## config.mk

```make
export PLATFORM = sky130hd
export DESIGN_NAME = alu_pipe
export DESIGN_NICKNAME = d
export VERILOG_FILES = /design/src/rtl/alu_pkg.sv /design/src/rtl/alu_core.sv /design/src/rtl/alu_pipe.sv
export SDC_FILE = /design/constraint.sdc
export NUM_CORES = 1
export LEC_CHECK = 0
export CORE_ASPECT_RATIO = 1.25
export CORE_UTILIZATION = 47
export DETAILED_ROUTE_END_ITERATION = 8
export PLACE_DENSITY = 0.64
export SYNTH_ARGS = -nofsm -noshare
export SYNTH_HDL_FRONTEND = slang
export SYNTH_SLANG_ARGS = --single-unit
```

## constraint.sdc

```tcl
create_clock -name clk -period 5.6 [get_ports clk]
set_input_delay 1.12 -clock clk [delete_from_list [all_inputs] [get_ports clk]]
set_output_delay 1.12 -clock clk [all_outputs]
set_load 0.05 [all_outputs]
```

## src/rtl/alu_pkg.sv

```systemverilog
// Shared opcodes, flag positions and per-beat control fields for alu_pipe.
// Purely declarative: no latency or backpressure of its own.
package alu_pkg;

  localparam int WIDTH_DEF = 8;

  localparam logic [3:0] OP_PASS_A = 4'h0;
  localparam logic [3:0] OP_INC_A  = 4'h1;
  localparam logic [3:0] OP_DEC_A  = 4'h2;
  localparam logic [3:0] OP_PASS_B = 4'h3;
  localparam logic [3:0] OP_INC_B  = 4'h4;
  localparam logic [3:0] OP_DEC_B  = 4'h5;
  localparam logic [3:0] OP_ADD    = 4'h6;
  localparam logic [3:0] OP_ADC    = 4'h7;
  localparam logic [3:0] OP_NOT_A  = 4'h8;
  localparam logic [3:0] OP_NOT_B  = 4'h9;
  localparam logic [3:0] OP_AND    = 4'hA;
  localparam logic [3:0] OP_OR     = 4'hB;
  localparam logic [3:0] OP_NAND   = 4'hC;
  localparam logic [3:0] OP_NOR    = 4'hD;
  localparam logic [3:0] OP_XOR    = 4'hE;
  localparam logic [3:0] OP_XNOR   = 4'hF;

  localparam int FLAG_COUT = 0;
  localparam int FLAG_ZERO = 1;
  localparam int FLAG_OVF  = 2;
  localparam int NFLAGS    = 3;

  typedef struct packed {
    logic [3:0] sel;
    logic       cin;
    logic       use_acc;
    logic       acc_wr;
  } ctl_t;

endpackage

```

## src/rtl/alu_core.sv

```systemverilog
// Combinational ALU: result, carry/borrow and signed overflow for one op.
// Zero latency; no handshake, the caller owns all registers and flow control.
module alu_core import alu_pkg::*; #(
  parameter int WIDTH = WIDTH_DEF
) (
  input  logic [WIDTH-1:0] a,
  input  logic [WIDTH-1:0] b,
  input  logic             cin,
  input  logic [3:0]       sel,
  output logic [WIDTH-1:0] y,
  output logic             cout,
  output logic             ovf
);

  logic [WIDTH-1:0] opa;
  logic [WIDTH-1:0] opb;
  logic             ci;
  logic             arith;
  logic             sub;
  logic [WIDTH:0]   sum;

  // Every +1/-1/add op is folded onto one adder; decrement adds all-ones and
  // the inverted carry becomes the borrow.
  always_comb begin
    opa   = a;
    opb   = '0;
    ci    = 1'b0;
    arith = 1'b0;
    sub   = 1'b0;
    y     = '0;
    cout  = 1'b0;
    ovf   = 1'b0;
    case (sel)
      OP_PASS_A: y = a;
      OP_INC_A:  begin arith = 1'b1; ci = 1'b1; end
      OP_DEC_A:  begin arith = 1'b1; sub = 1'b1; opb = '1; end
      OP_PASS_B: y = b;
      OP_INC_B:  begin opa = b; arith = 1'b1; ci = 1'b1; end
      OP_DEC_B:  begin opa = b; arith = 1'b1; sub = 1'b1; opb = '1; end
      OP_ADD:    begin opb = b; arith = 1'b1; end
      OP_ADC:    begin opb = b; arith = 1'b1; ci = cin; end
      OP_NOT_A:  y = ~a;
      OP_NOT_B:  y = ~b;
      OP_AND:    y = a & b;
      OP_OR:     y = a | b;
      OP_NAND:   y = ~(a & b);
      OP_NOR:    y = ~(a | b);
      OP_XOR:    y = a ^ b;
      OP_XNOR:   y = ~(a ^ b);
      default:   y = '0;
    endcase
    sum = {1'b0, opa} + {1'b0, opb} + {{WIDTH{1'b0}}, ci};
    if (arith) begin
      y    = sum[WIDTH-1:0];
      cout = sum[WIDTH] ^ sub;
      ovf  = (opa[WIDTH-1] == opb[WIDTH-1]) && (sum[WIDTH-1] != opa[WIDTH-1]);
    end
  end

endmodule

```

## src/rtl/alu_pipe.sv

```systemverilog
// Two-stage ALU with accumulator; 2 cycles accept->out_valid, one op per cycle.
// Backpressure: in_ready drops combinationally when S1 is full and S2 is held.
module alu_pipe import alu_pkg::*; #(
  parameter int WIDTH = WIDTH_DEF
) (
  input  logic             clk,
  input  logic             rst_n,
  input  logic             in_valid,
  output logic             in_ready,
  input  logic [WIDTH-1:0] a,
  input  logic [WIDTH-1:0] b,
  input  logic             cin,
  input  logic [3:0]       sel,
  input  logic             use_acc,
  input  logic             acc_wr,
  output logic             out_valid,
  input  logic             out_ready,
  output logic [WIDTH-1:0] y,
  output logic             cout,
  output logic             zero,
  output logic             ovf
);

  ctl_t              s1_ctl;
  logic [WIDTH-1:0]  s1_a;
  logic [WIDTH-1:0]  s1_b;
  logic              s1_valid;
  logic [WIDTH-1:0]  acc;
  logic [WIDTH-1:0]  core_a;
  logic [WIDTH-1:0]  core_y;
  logic              core_cout;
  logic              core_ovf;
  logic              s2_adv;
  logic              accept;
  logic [NFLAGS-1:0] flags;
  logic [NFLAGS-1:0] flags_nxt;

  assign s2_adv   = s1_valid && (!out_valid || out_ready);
  assign in_ready = !s1_valid || s2_adv;
  assign accept   = in_valid && in_ready;

  // Accumulator is read at S2 time, so it already holds every earlier write.
  assign core_a = s1_ctl.use_acc ? acc : s1_a;

  alu_core #(.WIDTH(WIDTH)) u_core (
    .a    (core_a),
    .b    (s1_b),
    .cin  (s1_ctl.cin),
    .sel  (s1_ctl.sel),
    .y    (core_y),
    .cout (core_cout),
    .ovf  (core_ovf)
  );

  always_comb begin
    flags_nxt            = '0;
    flags_nxt[FLAG_COUT] = core_cout;
    flags_nxt[FLAG_ZERO] = (core_y == '0);
    flags_nxt[FLAG_OVF]  = core_ovf;
  end

  always_ff @(posedge clk or negedge rst_n) begin
    if (!rst_n) begin
      s1_valid <= 1'b0;
      s1_ctl   <= '0;
      s1_a     <= '0;
      s1_b     <= '0;
    end else if (accept) begin
      s1_valid <= 1'b1;
      s1_ctl   <= '{sel: sel, cin: cin, use_acc: use_acc, acc_wr: acc_wr};
      s1_a     <= a;
      s1_b     <= b;
    end else if (s2_adv) begin
      s1_valid <= 1'b0;
    end
  end

  always_ff @(posedge clk or negedge rst_n) begin
    if (!rst_n) begin
      out_valid <= 1'b0;
      y         <= '0;
      flags     <= '0;
      acc       <= '0;
    end else if (s2_adv) begin
      out_valid <= 1'b1;
      y         <= core_y;
      flags     <= flags_nxt;
      if (s1_ctl.acc_wr) begin
        acc <= core_y;
      end
    end else if (out_ready) begin
      out_valid <= 1'b0;
    end
  end

  assign cout = flags[FLAG_COUT];
  assign zero = flags[FLAG_ZERO];
  assign ovf  = flags[FLAG_OVF];

endmodule

```

# Word level (Yosys, flattened, before mapping)
# Cells that the tools add are included.
[word_totals] regBits=44 input_bits=27 wordCells=70
[classes] add_sub_neg=2 eq_ne=17 muxes=14 bitwise_logic=9 reduce_logical=17
[op_table] cell="$pmux W8 S10" count=1
[op_table] cell="$not A8 Y8" count=5
[op_table] cell="$eq A4 B4 Y1 const B" count=8
[op_table] cell="$mux W8" count=3
[op_table] cell="$eq A4 B3 Y1 const B" count=4
[op_table] cell="$pmux W8 S2" count=1
[op_table] cell="$add A8 B8 Y9" count=1
[op_table] cell="$add A9 B1 Y9" count=1
[op_table] cell="$and A8 B8 Y8" count=1
[op_table] cell="$eq A4 B2 Y1 const B" count=2
[op_table] cell="$logic_not A8 Y1" count=1
[op_table] cell="$mux W1" count=8
[op_table] cell="$or A8 B8 Y8" count=1
[op_table] cell="$reduce_or A2 Y1" count=4
[op_table] cell="$xor A8 B8 Y8" count=1
[op_table] cell="$reduce_or A6 Y1" count=1
[op_table] cell="$eq A4 B1 Y1 const B" count=1
[op_table] cell="$logic_not A4 Y1" count=1
[op_table] cell="$reduce_bool A2 Y1" count=2
[op_table] cell="$logic_and A1 B1 Y1" count=3
[op_table] cell="$logic_not A1 Y1" count=2
[op_table] cell="$logic_or A1 B1 Y1" count=2
[op_table] cell="$pmux W1 S2" count=1
[op_table] cell="$reduce_and A2 Y1" count=1
[op_table] cell="3 further kinds" count=3

# Depth between registers and ports, before layout
# Gate-level depths: netlist (run 1).
[logic_depth] word_depth=8 mapped_depth=16 depth_no_buf=14

# Modules after synthesis
# Synthesis (run 1) repeated with hierarchy kept, for this count alone.
[unflattened] hier_cells=367 area_unflattened_um2=3619.7
[modules_own_cells] mod="alu_pipe" instances=1 cells_each=108 area_each_um2=1868.0
[modules_own_cells] mod="alu_core" instances=1 cells_each=259 area_each_um2=1751.7

# Worst setup path after synthesis (run 1)
# OpenSTA, ideal clock, no wires.
[synth_timing] path_type="reg-to-reg" start="register s1_ctl[4] (netlist name)" end="register flags[1]" arrival_time_ns=3.603 setup_slack_ns=1.905 path_stages_with_launch=17 cell_sequence="dfrtp_1 -> buf_2 -> or2b_1 -> or2_2 -> clkbuf_1 -> clkbuf_1 -> a21oi_1 -> fa_1 -> inv_1 -> fa_1 -> nor2b_1 -> o31a_1 -> o22ai_1 -> xnor2_1 -> o32a_1 -> or4_1 -> o31ai_2"
[synth_between] elab_chain_cells=7 word_cells_on_any_way=30 classes_between="add/sub (2); eq/ne (15); mux (6); reduce/logical (7)"
[synth_rtl] element="start, declared" line_no="alu_pipe.sv:24" rtl="ctl_t s1_ctl;"
[synth_rtl] element="start signal, assigned" line_no="alu_pipe.sv:70" rtl="s1_ctl <= '{sel: sel, cin: cin, use_acc: use_acc, acc_wr: acc_wr};"
[synth_rtl] element="$eq A4 B3 Y1 or $eq A4 B2 Y1 (tied branches)" line_no="alu_core.sv:33" rtl="case (sel)"
[synth_rtl] element="$reduce_or A2 Y1 (no source line)"
[synth_rtl] element="$pmux W8 S2 or $mux W8 (tied branches)" line_no="alu_core.sv:33"
[synth_rtl] element="$add A8 B8 Y9" line_no="alu_core.sv:52" rtl="sum = {1'b0, opa} + {1'b0, opb} + {{WIDTH{1'b0}}, ci};"
[synth_rtl] element="$add A9 B1 Y9" line_no="alu_core.sv:52"
[synth_rtl] element="$mux W8 *" line_no="alu_core.sv:53" rtl="if (arith) begin"
[synth_rtl] element="$logic_not A8 Y1 *" line_no="alu_pipe.sv:58" rtl="flags_nxt[FLAG_ZERO] = (core_y == '0);"
[synth_rtl] element="end signal, assigned" line_no="alu_pipe.sv:87" rtl="flags <= flags_nxt;"
[synth_rtl] element="end, declared" line_no="alu_pipe.sv:35" rtl="logic [NFLAGS-1:0] flags;"
# Every way passes the cells marked *; elsewhere a longest branch is shown, timed or not.
# A chain may end at the register's enable or synchronous reset.

# Worst setup path after layout (run 1)
[layout_timing] start="register s1_ctl[5] (netlist name)" end="register flags[1]"
# Same word-level chain as after synthesis.

==> results of run 1 <==
-- synth_stat cells, types with 3 or more instances --
| library cell | count | area [um^2] |
|---|---|---|
| mux2i_4 | 3 | 67.6 |
| buf_1 | 5 | 18.8 |
| buf_6 | 4 | 45.0 |
| o211ai_1 | 13 | 97.6 |
| nor2b_1 | 3 | 18.8 |
| o22ai_1 | 5 | 31.3 |
| xnor2_1 | 3 | 26.3 |
| dfrtp_1 | 44 | 1100 |
| nand3b_1 | 3 | 22.5 |
| buf_2 | 13 | 65.1 |
| a221oi_1 | 4 | 35.0 |
| nand2_1 | 39 | 146 |
| and2_1 | 4 | 25.0 |
| o21ai_0 | 21 | 105 |
| xor2_1 | 6 | 52.6 |
| nor4_1 | 3 | 18.8 |
| mux2_2 | 28 | 315 |
| nand3_1 | 8 | 40.0 |
| o221ai_1 | 4 | 35.0 |
| inv_1 | 23 | 86.3 |
| clkbuf_1 | 8 | 30.0 |
| o21a_1 | 7 | 52.6 |
| a21oi_1 | 22 | 110 |
| o31ai_1 | 4 | 30.0 |
| ha_1 | 23 | 288 |
| mux2i_1 | 8 | 80.1 |
| a211oi_1 | 7 | 52.6 |
| nor3_1 | 3 | 15.0 |
| nor2_1 | 17 | 63.8 |
| nand2b_1 | 9 | 56.3 |
| a22oi_1 | 3 | 22.5 |
| a21o_1 | 4 | 30.0 |
-- kinds of logic after synthesis --
family	Yosys count
AO/OA/AOI/OAI	119
XOR/XNOR	9
buffers and inverters	55
multiplexers	41
flip-flops	44
adder cells (fa/ha/maj)	25
AND/OR/NAND/NOR	105
-- registers in the layout, summed over array words and instances, names as in the netlist --
name,flops
s1_ctl,7
s1_b,8
s1_a,8
out_valid,1
y,8
acc,8
s1_valid,1
flags,3
-- report_power, final --
group | switching, W | internal (W)
clock | 0.000113 | 0.000132
sequential | 0.0000951 | 0.000403
combinational | 0.000568 | 0.000399
total | 0.000776 | 0.000935
-- tightest hold or removal path: cells and delay by family (launching register included) --
kind            cells  cell delay, ns
flops               1            0.35
compound gates      1            0.06
simple gates        1            0.04
-- per-stage QoR --
step | setup slack [ns] | std cells
CTS | 1.63 | 511
finish | 1.62 | 511
floorplan | 1.91 | 398
global placement | 1.75 | 503
global route | 1.39 | 511
detailed placement | 1.67 | 503
-- cell usage in the layout, fill, tap and decap left out, types with 6 or more instances in the layout --
cell | Yosys | routed
ha_1 | 23 | 23
a21oi_1 | 22 | 22
clkdlybuf4s50_1 | 0 | 38
nand2_1 | 39 | 39
o21ai_0 | 21 | 21
mux2_2 | 28 | 28
o21a_1 | 7 | 7
xor2_1 | 6 | 6
nand3_1 | 8 | 8
mux2i_1 | 8 | 8
a211oi_1 | 7 | 7
inv_1 | 23 | 23
nand2b_1 | 9 | 9
dfrtp_1 | 44 | 44
o211ai_1 | 13 | 13
nor2_1 | 17 | 17
-- routing by layer --
metal / vias to the layer above / GRT usage (%)
met3: 13 / 3.09
li1: 1493 / -
met1: 1470 / 34.1
met2: 81 / 43.1
met4: 0 / 8.52
met5: - / 0
-- worst max-delay path by stage --
stage | depth (start not counted) | end | slack [ns] | from
3_3_place_gp | 14 | flags[1] | 1.75 | s1_ctl[5]
5_1_grt | 14 | flags[1] | 1.39 | s1_ctl[5]
6_report | 14 | flags[1] | 1.62 | s1_ctl[5]
4_1_cts | 14 | flags[1] | 1.63 | s1_ctl[5]
2_1_floorplan | 16 | flags[1] | 1.91 | s1_ctl[4]
3_5_place_dp | 14 | flags[1] | 1.67 | s1_ctl[5]
-- layout make-up --
type	count	area share (%)
timing repair buffer	43	10.1
multi-input combinational	299	55.1
clock buffer	5	1.68
tap	92	2.81
clock inverter	3	1.04
sequential	44	26.9
inverter	25	2.29
==> metrics, run 1 <==
#FFs+latches synth=44; first-pass GRT wire length=15.8 mm; floorplan core area=0.00740 mm^2; diode count=0; share of cells above drive strength 1=13.4%; placed cell areas=0.00398 mm^2; DIE WIDTH=80.4 um; # fillers=692; area of the multi-input gates=0.00226 mm^2; first-iteration detailed-routing DRC count=199; Hold Crit Depth=2; FF-to-FF Start=s1_ctl[5]; xor/xnor cell area share of the yosys netlist=2.18%; total CTS buffers=5; post-synthesis adder-cell area fraction=roughly 9.1%; initial antenna violation count=0; Total Power=roughly 0.0017 W; Max-Cap Viols=0; crit-path leading delay family=simple AND/OR/NAND/NOR gates; multiplexer share of the synthesized area=~14%; number of vias per cell=5.98; setup bufs post-CTS=0; CTS Hold Bufs=0; fin crit share=between 70% and 80%; R2R Setup Slk=roughly 1.6 ns; # setup viols final=0; crit start category=register; Final Slew Violations=0; number of flops mapped to enable cells by yosys=0; Worst-Skew Late Latency=approximately 0.3 ns; Bufs on Longest Clock Path=2; FMAX=251 MHz; met1 WL=4.07 mm; CP bufs+invs=1; Final nets=470; critical path peak fanout=16; Reg2Reg Depth=14; CTS tree=yes; FF+latch area=0.00110 mm^2; largest net degree at the start of global routing=between 40 and 50; Hold Vio Cnt, Final=0; RSZ-0062 raised after global routing=no; site row count=35; H-tree Lvls=2; clk_skew=~0.014 ns; routed wl met2=4.57 mm; Slew headroom=34.5%; Most common cell on crit path=fa_1; number of vias after detailed routing=3,057; Hold EP=y[5]; synthesized cell area=0.00361 mm^2; root buffer cell=clkbuf_8; fin util=a little under three fifths; TritonRoute pass-1 iters=4; P per Cell Area=418 mW/mm^2; Initial Utilization=48.8%; setup_tns=0 ns; Die ar.=approximately 0.0080 mm^2; Data required, critical path=5.81 ns; CP Data Arrival Time=4.19 ns; Largest stage delay, worst path=just under 0.7 ns; vias in the first global route=3,095; Crit-path slowest cell=dfrtp_1; simple-gate share of the synthesized area=14.7%; Async SR Flop Fraction=100%; Tmin final=3.98 ns; Die H=100 um; wire length on met3=~450 um; buffers added on ports=39; cell count after synthesis=398; Crit Path Category=register to register; VDD IR max=~0.00028 V; Hold Slack=0.489 ns; worst min path class=register to register; Placer Congestion=0.964; DRC=0; area grow syn2layout=13.4%; CP Capture Type=register; cts repair resizes=0; syn nets=450; total track usage=25.7%; synthesis warning total=0; P_leak=1.72 nW; Synth Area in Compound Gates=23.0%; post-route ant nets=0; main combinational cell family by area after synthesis=compound AO/OA/AOI/OAI gates; Avg Cell Area, Syn=9.07 um^2; Clock transition at path regs=around 0.090 ns; pin slew with the least headroom to its limit=0.980 ns; CTS sink cnt=44; status=finished clean; critical path cell sequence=or2b_1, or2_2, nor2_1, a21oi_1, fa_1, inv_1, fa_1, nor2b_1, o31a_1, o22ai_1, xnor2_1, o32a_1, or4_1, o31ai_2; Post-Route WL=approximately 9.3 mm; min-delay src=y[5]; I/O pins=40; DP HPWL=roughly 7 mm; sequential share of the synthesized area=30.5%; top_reg_cell synth=dfrtp_1; Netlist cell types=68; total grt overflow=0; Avg WL per Cell=between 15 and 20 um; post-route cell area=0.00409 mm^2; highest routed metal layer=met4; Reg-to-Reg End=flags[1]
Power figures use the tool's default switching activity.
==> inputs of run 2 (changes only) <==
- clock period: 5.6 -> 3.7 ns (I/O delays scaled with it)
==> metrics, run 2 (synthesized netlist as in run 1, its figures left out) <==
status=finished clean; most frequent cells in the layout=dfrtp_1, nand2_1, clkdlybuf4s50_1, mux2_2; non-filler cells in the finished layout=529; most common cell after layout, fill and taps aside=dfrtp_1; FMAX=285 MHz; FF-to-FF Start=s1_ctl[4]; Placer Congestion=0.957; diode count=0; CTS sink cnt=between 40 and 50; # setup viols final=0; first-iteration detailed-routing DRC count=211; DP Cell Count=~520; clk_skew=0.00479 ns; Internal Dissipation=0.00149 W; largest net degree at the start of global routing=45; critical path cell sequence=or2b_1, or2_2, nor2_1, a21oi_1, fa_1, inv_1, fa_1, nor2b_2, o31a_1, o22ai_2, xnor2_1, o32a_1, or4_1, o31ai_2; min-delay src=acc[1]; DRC=0; buffers added on ports=39; # fillers=704; fin crit share=94.9%; FF+latch area=0.00110 mm^2; CTS Hold Bufs=0; total grt overflow=0; TritonRoute pass-1 iters=4; first-pass GRT wire length=~16 mm; Max-Cap Viols=0; cts repair resizes=0; floorplan core area=around 0.0074 mm^2; number of vias per cell=6.08; pin slew with the least headroom to its limit=0.946 ns; Seq pwr share=between 20 and 30%; P per Cell Area=634 mW/mm^2; Initial Utilization=48.8%; post-route ant nets=0; crit path setup slack, layout=0.190 ns; CP Data Arrival Time=3.73 ns; DP Worst Slack=roughly 0.16 ns; Hold Vio Cnt, Final=0; Die H=100 um; total CTS buffers=5; Worst-Skew Late Latency=0.30 ns; Post-Route WL=9.56 mm; Crit Path Category=register to register; root buffer cell=clkbuf_8; DIE WIDTH=80.4 um; area of the multi-input gates=around 0.0023 mm^2; setup bufs post-CTS=0; site row count=35; Final Slew Violations=0; worst min path class=register to register; R2R Setup Slk=0.19 ns; Final nets=488; critical path peak fanout=7; vias in the first global route=3,214; Bufs on Longest Clock Path=2; number of vias after detailed routing=3,214; Slew headroom=between 30% and 40%; crit start category=register; Clock transition at path regs=0.09 ns; Crit-path slowest cell=or4_1; P_leak=1.82 nW; H-tree Lvls=2; share of cells above drive strength 1=17.6%; clock network fraction of design power=14.8%; I/O pins=40; Die ar.=0.00804 mm^2; Comb pwr share=between 50% and 60%; CP Capture Type=register; RSZ-0062 raised after global routing=no; Sw Share=44.5%; initial antenna violation count=0; Total Power=0.00269 W; Critical Path Source=s1_ctl[4]; CTS tree=yes; Psw=around 0.0012 W; setup_tns=0 ns; area grow syn2layout=17.7%; VDD IR max=0.000492 V; Data required, critical path=3.92 ns; total track usage=25.7%; Tmin final=3.51 ns; Avg WL per Cell=around 18 um; Most common cell on crit path=fa_1; DP HPWL=7.29 mm; Largest stage delay, worst path=0.53 ns
## run 2: worst max-delay path: cells and delay by family, from the launching register on
family                   cells  cell delay [ns]
AND/OR/NAND/NOR              5             1.29
flip-flops                   1             0.45
XOR/XNOR                     1             0.08
buffers and inverters        1             0.09
adder cells (fa/ha/maj)      2             0.66
AO/OA/AOI/OAI                5             0.86
## run 2: worst paths after layout
path	endpoint	depth (start not counted)
setup / recovery	flags[1]	14
hold / removal	acc[1]	2
setup reg to reg	flags[1]	14
hold reg to reg	acc[1]	2
max in group asynchronous	s1_ctl[4]	1
min in group asynchronous	s1_a[4]	1
## run 2: final cells by class
type | instances | share of cell area (%)
multi-input cells | 299 | 53.3
clock buffers | 6 | 1.94
repair buffers | 61 | 13.0
well taps | 92 | 2.71
inverters | 25 | 2.21
flip-flops and latches | 44 | 26.0
clock inverters | 2 | 0.913
## run 2: power groups by stage
stage	registers, W	clock network (W)	logic, W
floorplan	0.000875	0	0.000950
global placement	0.000728	0	0.00154
detailed placement	0.000731	0	0.00155
CTS	0.000723	0.000403	0.00156
global route	0.000740	0.000422	0.00172
finish	0.000723	0.000397	0.00157
## run 2: metal layers
metal | vias up | track usage (%) | wire length (um)
met5 | - | 0 | 0
met4 | 0 | 9.48 | 263
met3 | 22 | 3.45 | 506
met2 | 105 | 43.5 | 4680
met1 | 1560 | 33.3 | 4110
li1 | 1527 | - | -
## run 2: per-stage QoR
step / hold WS [ns] / area (um^2) / utilization, %
floorplan: 0.444 / 3610 / -
global placement: 0.462 / 4120 / 55.6
detailed placement: 0.470 / 4120 / 55.6
CTS: 0.490 / 4240 / 57.3
global route: 0.528 / 4250 / 57.4
finish: 0.488 / 4250 / 57.4
